`src/rtl/multicycle_control_sequencer_if.sv`:
```
// multicycle_control_sequencer_if: command inputs and datapath control outputs of the sequencer
interface multicycle_control_sequencer_if #(parameter int COUNT_W = 16);
    logic start, step, zero;
    logic [10:0] opcode;
    logic pcWrite, pcSrc, irWrite, regWrite, memRead, memWrite, aluSrc, memToReg, reg2Loc;
    logic [1:0] aluOp;
    logic [2:0] state;
    logic busy, halted, illegal;
    logic [COUNT_W-1:0] instrCount;
    modport master(output start, step, opcode, zero,
                   input pcWrite, pcSrc, irWrite, regWrite, memRead, memWrite, aluSrc, memToReg,
                   reg2Loc, aluOp, state, busy, halted, illegal, instrCount);
    modport slave(input start, step, opcode, zero,
                  output pcWrite, pcSrc, irWrite, regWrite, memRead, memWrite, aluSrc, memToReg,
                  reg2Loc, aluOp, state, busy, halted, illegal, instrCount);
endinterface

```
`src/rtl/multicycle_control_sequencer.sv`:
```
// multicycle_control_sequencer: FETCH/DECODE/EXECUTE/MEMORY/WRITEBACK controller for a small ARM-like datapath
module multicycle_control_sequencer #(
    parameter logic [15:0] INSTR_LIMIT = 16'd0,
    parameter int COUNT_W = 16
) (
    input logic clock,
    input logic resetN,
    multicycle_control_sequencer_if.slave ctl
);
    typedef enum logic [2:0] {
        S_IDLE = 3'd0, S_FETCH = 3'd1, S_DECODE = 3'd2, S_EXECUTE = 3'd3,
        S_MEMORY = 3'd4, S_WRITEBACK = 3'd5, S_HALT = 3'd6
    } state_t;
    typedef enum logic [2:0] {C_R, C_LD, C_ST, C_CBZ, C_B, C_ILL} cls_t;

    function automatic cls_t decode(input logic [10:0] op);
        return (op == 11'b10001011000 || op == 11'b11001011000 ||
                op == 11'b10001010000 || op == 11'b10101010000) ? C_R :
               op == 11'b11111000010 ? C_LD :
               op == 11'b11111000000 ? C_ST :
               op[10:3] == 8'b10110100 ? C_CBZ :
               op[10:5] == 6'b000101 ? C_B : C_ILL;
    endfunction

    state_t st, nxt, after;
    cls_t cls;
    logic [10:0] op_r;
    logic [COUNT_W-1:0] cnt, cnt_nxt;
    logic step_mode, done;
    logic pc_write, ir_write, reg_write, mem_read, mem_write, alu_src, mem_to_reg;
    logic busy, halted, illegal;
    logic [1:0] alu_op;

    // The opcode is live only in DECODE; later states use the latched copy.
    always_comb begin
        cls = decode(st == S_DECODE ? ctl.opcode : op_r);
        cnt_nxt = cnt + COUNT_W'(1);
        done = (st == S_EXECUTE && (cls == C_CBZ || cls == C_B)) ||
               (st == S_MEMORY && cls == C_ST) || st == S_WRITEBACK;
        after = (INSTR_LIMIT != 16'd0 && cnt_nxt == COUNT_W'(INSTR_LIMIT)) ? S_HALT :
                step_mode ? S_IDLE : S_FETCH;
        nxt = S_IDLE;
        case (st)
            S_IDLE:      nxt = (ctl.start || ctl.step) ? S_FETCH : S_IDLE;
            S_FETCH:     nxt = S_DECODE;
            S_DECODE:    nxt = cls == C_ILL ? S_HALT : S_EXECUTE;
            S_EXECUTE:   nxt = cls == C_R ? S_WRITEBACK :
                               (cls == C_LD || cls == C_ST) ? S_MEMORY : after;
            S_MEMORY:    nxt = cls == C_LD ? S_WRITEBACK : after;
            S_WRITEBACK: nxt = after;
            S_HALT:      nxt = S_HALT;
            default:     nxt = S_IDLE;
        endcase
    end

    // Outputs are registered from the next state so they line up with it.
    always_ff @(posedge clock or negedge resetN) begin
        if (!resetN) begin
            st <= S_IDLE;
            op_r <= '0;
            cnt <= '0;
            step_mode <= 1'b0;
            illegal <= 1'b0;
            pc_write <= 1'b0;
            ir_write <= 1'b0;
            reg_write <= 1'b0;
            mem_read <= 1'b0;
            mem_write <= 1'b0;
            alu_src <= 1'b0;
            mem_to_reg <= 1'b0;
            alu_op <= 2'b00;
            busy <= 1'b0;
            halted <= 1'b0;
        end else begin
            st <= nxt;
            if (st == S_IDLE) step_mode <= ctl.step && !ctl.start;
            if (st == S_DECODE) op_r <= ctl.opcode;
            if (st == S_DECODE && cls == C_ILL) illegal <= 1'b1;
            if (done) cnt <= cnt_nxt;
            ir_write <= nxt == S_FETCH;
            alu_src <= nxt == S_EXECUTE && (cls == C_LD || cls == C_ST);
            alu_op <= nxt != S_EXECUTE ? 2'b00 : cls == C_R ? 2'b10 : cls == C_CBZ ? 2'b01 : 2'b00;
            mem_read <= nxt == S_MEMORY && cls == C_LD;
            mem_write <= nxt == S_MEMORY && cls == C_ST;
            reg_write <= nxt == S_WRITEBACK;
            mem_to_reg <= nxt == S_WRITEBACK && cls == C_LD;
            pc_write <= (nxt == S_EXECUTE && (cls == C_CBZ || cls == C_B)) ||
                        (nxt == S_MEMORY && cls == C_ST) || nxt == S_WRITEBACK;
            busy <= nxt != S_IDLE && nxt != S_HALT;
            halted <= nxt == S_HALT;
        end
    end

    // pcSrc follows zero within the CBZ EXECUTE cycle, so it cannot be registered.
    assign ctl.pcSrc = st == S_EXECUTE && (cls == C_B || (cls == C_CBZ && ctl.zero));
    assign ctl.reg2Loc = st == S_DECODE && (cls == C_ST || cls == C_CBZ);
    assign ctl.pcWrite = pc_write;
    assign ctl.irWrite = ir_write;
    assign ctl.regWrite = reg_write;
    assign ctl.memRead = mem_read;
    assign ctl.memWrite = mem_write;
    assign ctl.aluSrc = alu_src;
    assign ctl.memToReg = mem_to_reg;
    assign ctl.aluOp = alu_op;
    assign ctl.state = st;
    assign ctl.busy = busy;
    assign ctl.halted = halted;
    assign ctl.illegal = illegal;
    assign ctl.instrCount = cnt;
endmodule

```
`src/flat_wrapper.sv`:
```
// flat-port wrapper written by rule: the top's interface ports become plain ports
module multicycle_control_sequencer_flat 
#(
    parameter logic [15:0] INSTR_LIMIT = 16'd0,
    parameter int COUNT_W = 16
)
  (clock, resetN, ctl_start, ctl_step, ctl_opcode, ctl_zero, ctl_pcWrite, ctl_pcSrc, ctl_irWrite, ctl_regWrite, ctl_memRead, ctl_memWrite, ctl_aluSrc, ctl_memToReg, ctl_reg2Loc, ctl_aluOp, ctl_state, ctl_busy, ctl_halted, ctl_illegal, ctl_instrCount);
  multicycle_control_sequencer_if #(.COUNT_W(COUNT_W)) ctl_i ();
  input logic clock;
  input logic resetN;
  input wire logic [$bits(ctl_i.start)-1:0] ctl_start;
  input wire logic [$bits(ctl_i.step)-1:0] ctl_step;
  input wire logic [$bits(ctl_i.opcode)-1:0] ctl_opcode;
  input wire logic [$bits(ctl_i.zero)-1:0] ctl_zero;
  output wire logic [$bits(ctl_i.pcWrite)-1:0] ctl_pcWrite;
  output wire logic [$bits(ctl_i.pcSrc)-1:0] ctl_pcSrc;
  output wire logic [$bits(ctl_i.irWrite)-1:0] ctl_irWrite;
  output wire logic [$bits(ctl_i.regWrite)-1:0] ctl_regWrite;
  output wire logic [$bits(ctl_i.memRead)-1:0] ctl_memRead;
  output wire logic [$bits(ctl_i.memWrite)-1:0] ctl_memWrite;
  output wire logic [$bits(ctl_i.aluSrc)-1:0] ctl_aluSrc;
  output wire logic [$bits(ctl_i.memToReg)-1:0] ctl_memToReg;
  output wire logic [$bits(ctl_i.reg2Loc)-1:0] ctl_reg2Loc;
  output wire logic [$bits(ctl_i.aluOp)-1:0] ctl_aluOp;
  output wire logic [$bits(ctl_i.state)-1:0] ctl_state;
  output wire logic [$bits(ctl_i.busy)-1:0] ctl_busy;
  output wire logic [$bits(ctl_i.halted)-1:0] ctl_halted;
  output wire logic [$bits(ctl_i.illegal)-1:0] ctl_illegal;
  output wire logic [$bits(ctl_i.instrCount)-1:0] ctl_instrCount;
  assign ctl_i.start = ctl_start;
  assign ctl_i.step = ctl_step;
  assign ctl_i.opcode = ctl_opcode;
  assign ctl_i.zero = ctl_zero;
  assign ctl_pcWrite = ctl_i.pcWrite;
  assign ctl_pcSrc = ctl_i.pcSrc;
  assign ctl_irWrite = ctl_i.irWrite;
  assign ctl_regWrite = ctl_i.regWrite;
  assign ctl_memRead = ctl_i.memRead;
  assign ctl_memWrite = ctl_i.memWrite;
  assign ctl_aluSrc = ctl_i.aluSrc;
  assign ctl_memToReg = ctl_i.memToReg;
  assign ctl_reg2Loc = ctl_i.reg2Loc;
  assign ctl_aluOp = ctl_i.aluOp;
  assign ctl_state = ctl_i.state;
  assign ctl_busy = ctl_i.busy;
  assign ctl_halted = ctl_i.halted;
  assign ctl_illegal = ctl_i.illegal;
  assign ctl_instrCount = ctl_i.instrCount;
  multicycle_control_sequencer #(.INSTR_LIMIT(INSTR_LIMIT), .COUNT_W(COUNT_W)) u_core (.clock(clock), .resetN(resetN), .ctl(ctl_i));
endmodule
```
`config.mk`:
```
export PLATFORM = sky130hd
export DESIGN_NAME = multicycle_control_sequencer_flat
export DESIGN_NICKNAME = d
export VERILOG_FILES = /design/src/rtl/multicycle_control_sequencer_if.sv /design/src/rtl/multicycle_control_sequencer.sv /design/src/flat_wrapper.sv
export SDC_FILE = /design/constraint.sdc
export NUM_CORES = 1
export LEC_CHECK = 0
export CORE_MARGIN = 3
export CORE_UTILIZATION = 51
export CTS_CLUSTER_SIZE = 10
export DETAILED_ROUTE_END_ITERATION = 10
export PLACE_DENSITY_LB_ADDON = 0.05
export SYNTH_ARGS = -nofsm -noshare
export SYNTH_HDL_FRONTEND = slang
export SYNTH_SLANG_ARGS = --single-unit
```
`constraint.sdc`:
```
create_clock -name clock -period 2.3 [get_ports clock]
set_input_delay 0.345 -clock clock [delete_from_list [all_inputs] [get_ports clock]]
set_output_delay 0.345 -clock clock [all_outputs]
set_load 0.005 [all_outputs]
```
======== Word-level counts from Yosys, hierarchy flattened ========
Cells that the tools add are included.
storage, ports and cells
  input port bits ......................... 16
  flip-flop bits (word level) ............. 43
  word-level logic and storage cells ...... 87
  output and inout port bits .............. 33
operators by class
  multiplexer cells ....................... 16
  reduce and logical (&&, ||, !) cells .... 29
  add/sub/neg operators ................... 1
  equality and inequality tests ........... 26
operators by type and width
  operator                                                                 number
  11-bit == test, second input constant                                    6
  3-bit == test, second input constant                                     8
  3-bit two-way mux                                                        8
  3-bit one-hot mux with 7 select lines                                    1
  16-bit by 1-bit adder with 16-bit output, second input constant          1
  3-bit by 2-bit == test with 1-bit output, second input constant          5
  1-bit logical AND                                                        13
  1-bit logical OR                                                         12
  11-bit two-way mux                                                       1
  3-bit by 1-bit == test with 1-bit output, second input constant          3
  8-bit == test, second input constant                                     1
  6-bit by 3-bit == test with 1-bit output, second input constant          1
  3-bit zero test                                                          2
  1-bit two-way mux                                                        4
  2-bit two-way mux                                                        2
  3-bit by 2-bit inequality test with 1-bit output, second input constant  1
  3-bit inequality test, second input constant                             1
  3-bit nonzero test                                                       1
  1-bit zero test                                                          1

======== Longest topological paths before layout ========
  word-level depth ........................ 17
  gate-level depth with buffers ........... 8
  gate-level depth less buffers ........... 6

======== Least setup slack after synthesis ========
No wires, ideal clock.
  kind .................................... reg2reg
  from .................................... register u_core.st[2] (netlist: u_core.ctl.state[2])
  to ...................................... register u_core.mem_read (netlist: u_core.ctl.memRead)
  path buffers ............................ 2
  setup slack ............................. 0.141 ns
  setup time .............................. 0.095 ns
  clock period less this slack ............ 2.159 ns
  arrival time ............................ 2.064 ns
  required time ........................... 2.205 ns
  cell stages (with the launch flop) ...... 9
  cell sequence ........................... dfrtp_1 -> buf_6 -> or3b_4 -> buf_6 -> nand4b_2 -> a221oi_1 -> a221o_1 -> and3b_4 -> nor4b_4
between the ends
  word-level cells in the longest chain between the ends .. 15
  elaborated cells between the ends (all ways) .. 36
  classes of those cells .................. 18 x eq/ne; 11 x mux; 7 x reduce/logical
RTL lines
  what                                                                                                         RTL line                                                                                                    source
  start: declaration                                                                                           multicycle_control_sequencer.sv:25                                                                          state_t st, nxt, after;
  start signal: assignment                                                                                     multicycle_control_sequencer.sv:75                                                                          st <= nxt;
  3-bit by 2-bit == test with 1-bit output                                                                     multicycle_control_sequencer.sv:36, multicycle_control_sequencer.sv:43
  11-bit two-way mux                                                                                           multicycle_control_sequencer.sv:36                                                                          cls = decode(st == S_DECODE ? ctl.opcode : op_r);
  6-bit by 3-bit == test with 1-bit output                                                                     multicycle_control_sequencer.sv:22                                                                          op[10:5] == 6'b000101 ? C_B : C_ILL;
  1-bit two-way mux                                                                                            multicycle_control_sequencer.sv:22
  3-bit two-way mux                                                                                            multicycle_control_sequencer.sv:21                                                                          op[10:3] == 8'b10110100 ? C_CBZ :
  3-bit two-way mux                                                                                            multicycle_control_sequencer.sv:20                                                                          op == 11'b11111000000 ? C_ST :
  3-bit two-way mux                                                                                            multicycle_control_sequencer.sv:19                                                                          op == 11'b11111000010 ? C_LD :
  3-bit two-way mux                                                                                            multicycle_control_sequencer.sv:18                                                                          op == 11'b10001010000 || op == 11'b10101010000) ? C_R :
  3-bit by 1-bit == test with 1-bit output / 3-bit by 2-bit == test with 1-bit output (equally long branches)  multicycle_control_sequencer.sv:48, multicycle_control_sequencer.sv:49, multicycle_control_sequencer.sv:83
  1-bit logical OR                                                                                             multicycle_control_sequencer.sv:48                                                                          (cls == C_LD || cls == C_ST) ? S_MEMORY : after;
  3-bit two-way mux                                                                                            multicycle_control_sequencer.sv:48
  3-bit two-way mux                                                                                            multicycle_control_sequencer.sv:47                                                                          S_EXECUTE: nxt = cls == C_R ? S_WRITEBACK :
  3-bit one-hot mux with 7 select lines                                                                        multicycle_control_sequencer.sv:43                                                                          case (st)
  3-bit == test                                                                                                multicycle_control_sequencer.sv:83                                                                          mem_read <= nxt == S_MEMORY && cls == C_LD;
  1-bit logical AND (*)                                                                                        multicycle_control_sequencer.sv:83
  end signal: assignment                                                                                       multicycle_control_sequencer.sv:67                                                                          mem_read <= 1'b0;
  end signal: assignment                                                                                       multicycle_control_sequencer.sv:83
  end: declaration                                                                                             multicycle_control_sequencer.sv:30                                                                          logic pc_write, ir_write, reg_write, mem_read, mem_write, alu_src, mem_to_reg;
Mark *: on every way between the ends. The rest lies on a longest branch, timed or not.
A chain may end at the register's enable or synchronous reset.

======== Final worst setup path ========
  from .................................... register u_core.st[1] (netlist: u_core.ctl.state[1])
  to ...................................... register u_core.mem_read (netlist: u_core.ctl.memRead)
The elaborated chain is that of the path after synthesis.

==> out/results.txt <==
vias in the first global route = 2003
Final Critical Period = 2.36 ns
Worst-path clk slew = 0.09 ns
Slew Limit Fails = 0
critical path peak fanout = 6
n_diodes = 0
final worst-path cycle share = 103%
Worst path top cell family by delay = simple AND/OR/NAND/NOR gates
synthesized area = 2300 um2
Core ar. = 4170 um2
asr flop ratio synth = 100%
num rows = 23
critical path launch point type = flip-flop
Worst Setup End Kind = flip-flop
Buffers on Ports = 48
PD cells = 974 nW/um2
Pre-antenna DRT Iters = 4
H-tree lvl count = 2
register bit total from synthesis = 43
unrepaired setup endpoints after global routing = yes
Synth area leaders = dfrtp_1, mux2_2, xnor2_1
DR vias = 2013
ANT nets after route = 0
Routed WL = 6120 um
violated checks = setup timing
Total Die Area = 5360 um2
gpl congestion = 0.895
Hold Fails Final Rpt = 0
Post-DP HPWL = 4140 um
Final Util = 79.1%
Ys Warns = 0
worst-margin pin slew = 0.949 ns
Pleak = 0.00139 uW
die width = 73.2 um
TritonCTS buffer count = 5
WP buf/inv = 3
syn nets = 227
Post-CTS Hold Buffers = 0
critical path's most frequent cell = buf_6
Yosys top cell by area = dfrtp_1
clock skew = 0.00785 ns
Main synth FF type = dfrtp_1
IO Pins = 49
largest net degree at the start of global routing = 44
Syn-to-layout area delta = 43.3%
crit path max-delay cell type = or3b_4
Hold Crit Class = in -> async
DRC = 0
Setup Slack @ Placement = -0.153 ns
status = finished, violations left
Seq/Total Area, Yosys = 46.7%
Remaining Overflow, GRT = 0
slowest cell delay on critical path = 0.42 ns
Total GRT Usage = 23.6%
die height = 73.2 um
# setup viols final = 2
Worst-Skew Late Latency = 0.30 ns
critical path class = reg -> reg
EDFF count, synth = 0
critical path cell sequence = buf_6, or3b_4, buf_6, buf_6, nand4_1, a21boi_1, a221o_1, and3b_4, nor4b_4
Max Cap Viol = 0
max_slew headroom = 36.7%
Crit path arrival time = 2.57 ns
clk buf depth = 2
Netlist cell types = 54
Synth top area share = 46.7%
fmax = 0.424 GHz
Mapped Cells = 210
initial antenna violation count = 0
critical path data required time = 2.51 ns
routed vias/inst = 5.72
CTS tree = built
initial DRC count = 113
Syn Area/Cell = 11.0 um2
clk root buf = clkbuf_8
Worst Slack Setup Final = -0.0604 ns
Layout Nets = 318
Wirelength per Cell = 17.4 um
starting density of the core = 55.2%
share of layout cells above drive strength 1 = 29.1%
Sink Count = 43
Max VDD drop = 646 uV
global-route wire length before repair = 9710 um
==> repair_timing <==
| action | CTS | global route |
|---|---|---|
| pin swaps | 5 | 9 |
| setup endpoints to repair | 4 | 21 |
| gates cloned | 0 | 0 |
| gates resized for setup | 6 | 15 |
| hold endpoints to repair | 0 | 0 |
| buffers inserted | 7 | 2 |
==> cell type report <==
type | count | area, um2
multi-input cells | 154 | 1220
flip-flops and latches | 43 | 1080
fillers | 274 | 871
repair buffers | 91 | 811
clock buffers | 5 | 68.8
well taps | 50 | 62.6
clock inverters | 3 | 43.8
inverters | 6 | 22.5
==> metrics by stage <==
step / std cells / power, uW / hold WS [ns] / area, um2 / TNS (ns)
final: 352 / 3220 / 0.186 / 3300 / -0.0838
after global routing: 352 / 3380 / 0.258 / 3300 / -0.680
after CTS: 350 / 3110 / 0.219 / 3230 / -0.206
after detailed placement: 335 / 2450 / 0.457 / 3040 / -1.35
after global placement: 335 / 2410 / 0.450 / 3040 / -1.16
after floorplan: 210 / 1930 / 0.0494 / 2300 / 0
==> final timing paths <==
kind	startpoint	endpoint	slack [ns]	depth (start not counted)
worst max-delay path	u_core.ctl.state[1]$_DFF_PN0_	u_core.ctl.memRead$_DFF_PN0_	-0.06	9
worst min-delay path	resetN	u_core.ctl.aluOp[1]$_DFF_PN0_	0.19	1
worst max register to register	u_core.ctl.state[1]$_DFF_PN0_	u_core.ctl.memRead$_DFF_PN0_	-0.06	9
worst min register to register	u_core.ctl.illegal$_DFFE_PN0P_	u_core.ctl.illegal$_DFFE_PN0P_	0.47	1
max in group asynchronous	resetN	u_core.ctl.instrCount[13]$_DFFE_PN0P_	1.52	1
min in group clock	u_core.ctl.illegal$_DFFE_PN0P_	u_core.ctl.illegal$_DFFE_PN0P_	0.47	1
==> cells in the mapped netlist (3+ instances only) <==
cell,n
a21oi_1,3
and2_1,4
buf_6,3
dfrtp_1,43
inv_1,6
mux2_2,11
nand2_1,14
nand3_1,7
nand4_1,11
nand4bb_1,4
nor2_1,18
nor2b_1,4
nor3_1,6
nor4_2,3
nor4bb_1,4
o21ai_0,3
or2_2,4
xnor2_1,9
xor2_1,6
==> flip-flops by register name (all words and copies together) (netlist names) <==
register	cells
u_core.ctl.busy	1
u_core.ctl.aluOp	2
u_core.ctl.memWrite	1
u_core.ctl.state	3
u_core.step_mode	1
u_core.ctl.memToReg	1
u_core.ctl.regWrite	1
u_core.ctl.memRead	1
u_core.ctl.illegal	1
u_core.ctl.irWrite	1
u_core.ctl.pcWrite	1
u_core.ctl.instrCount	16
u_core.ctl.halted	1
u_core.ctl.aluSrc	1
u_core.op_r	11
==> where the power goes <==
group / internal [uW] / switching (uW)
clock network: 324 / 276
logic: 808 / 652
registers: 947 / 208
total: 2080 / 1140
==> cell families (layout without fill, tap and decap cells) <==
kind of cell,count (synthesis),in the layout,share of synthesized area (%)
adders and majority gates,1,1,0.543
AOI/OAI and AO/OA,27,27,9.12
xor gates and xnor gates,15,15,5.70
buffers and inverters,13,105,3.31
muxes,14,14,6.84
and+or+nand+nor,97,97,27.8
DFF,43,43,46.7
==> routing by layer <==
layer	track usage, %	share of wire (%)	routed length, um	up-vias
li1	-	-	-	961
met1	32.1	44	2720	958
met2	37.1	48	2910	74
met3	4.41	5.5	338	20
met4	9.22	2.5	151	0
met5	0	0	0	-
==> cell usage in the layout (no fill, tap or decap), types with 3 or more instances in the layout <==
master / count
nand4_1: 11
nor3_1: 4
buf_6: 5
clkdlybuf4s50_1: 45
clkbuf_8: 5
nor4bb_1: 4
or2_2: 4
and2_1: 3
a21oi_1: 3
inv_1: 6
nor2b_1: 4
nand3_1: 6
buf_4: 38
nand4bb_1: 3
o21ai_0: 3
nand2_1: 14
nor2_1: 18
xor2_1: 6
mux2_2: 11
dfrtp_1: 43
xnor2_1: 9
(Power assumes the default switching activity.)
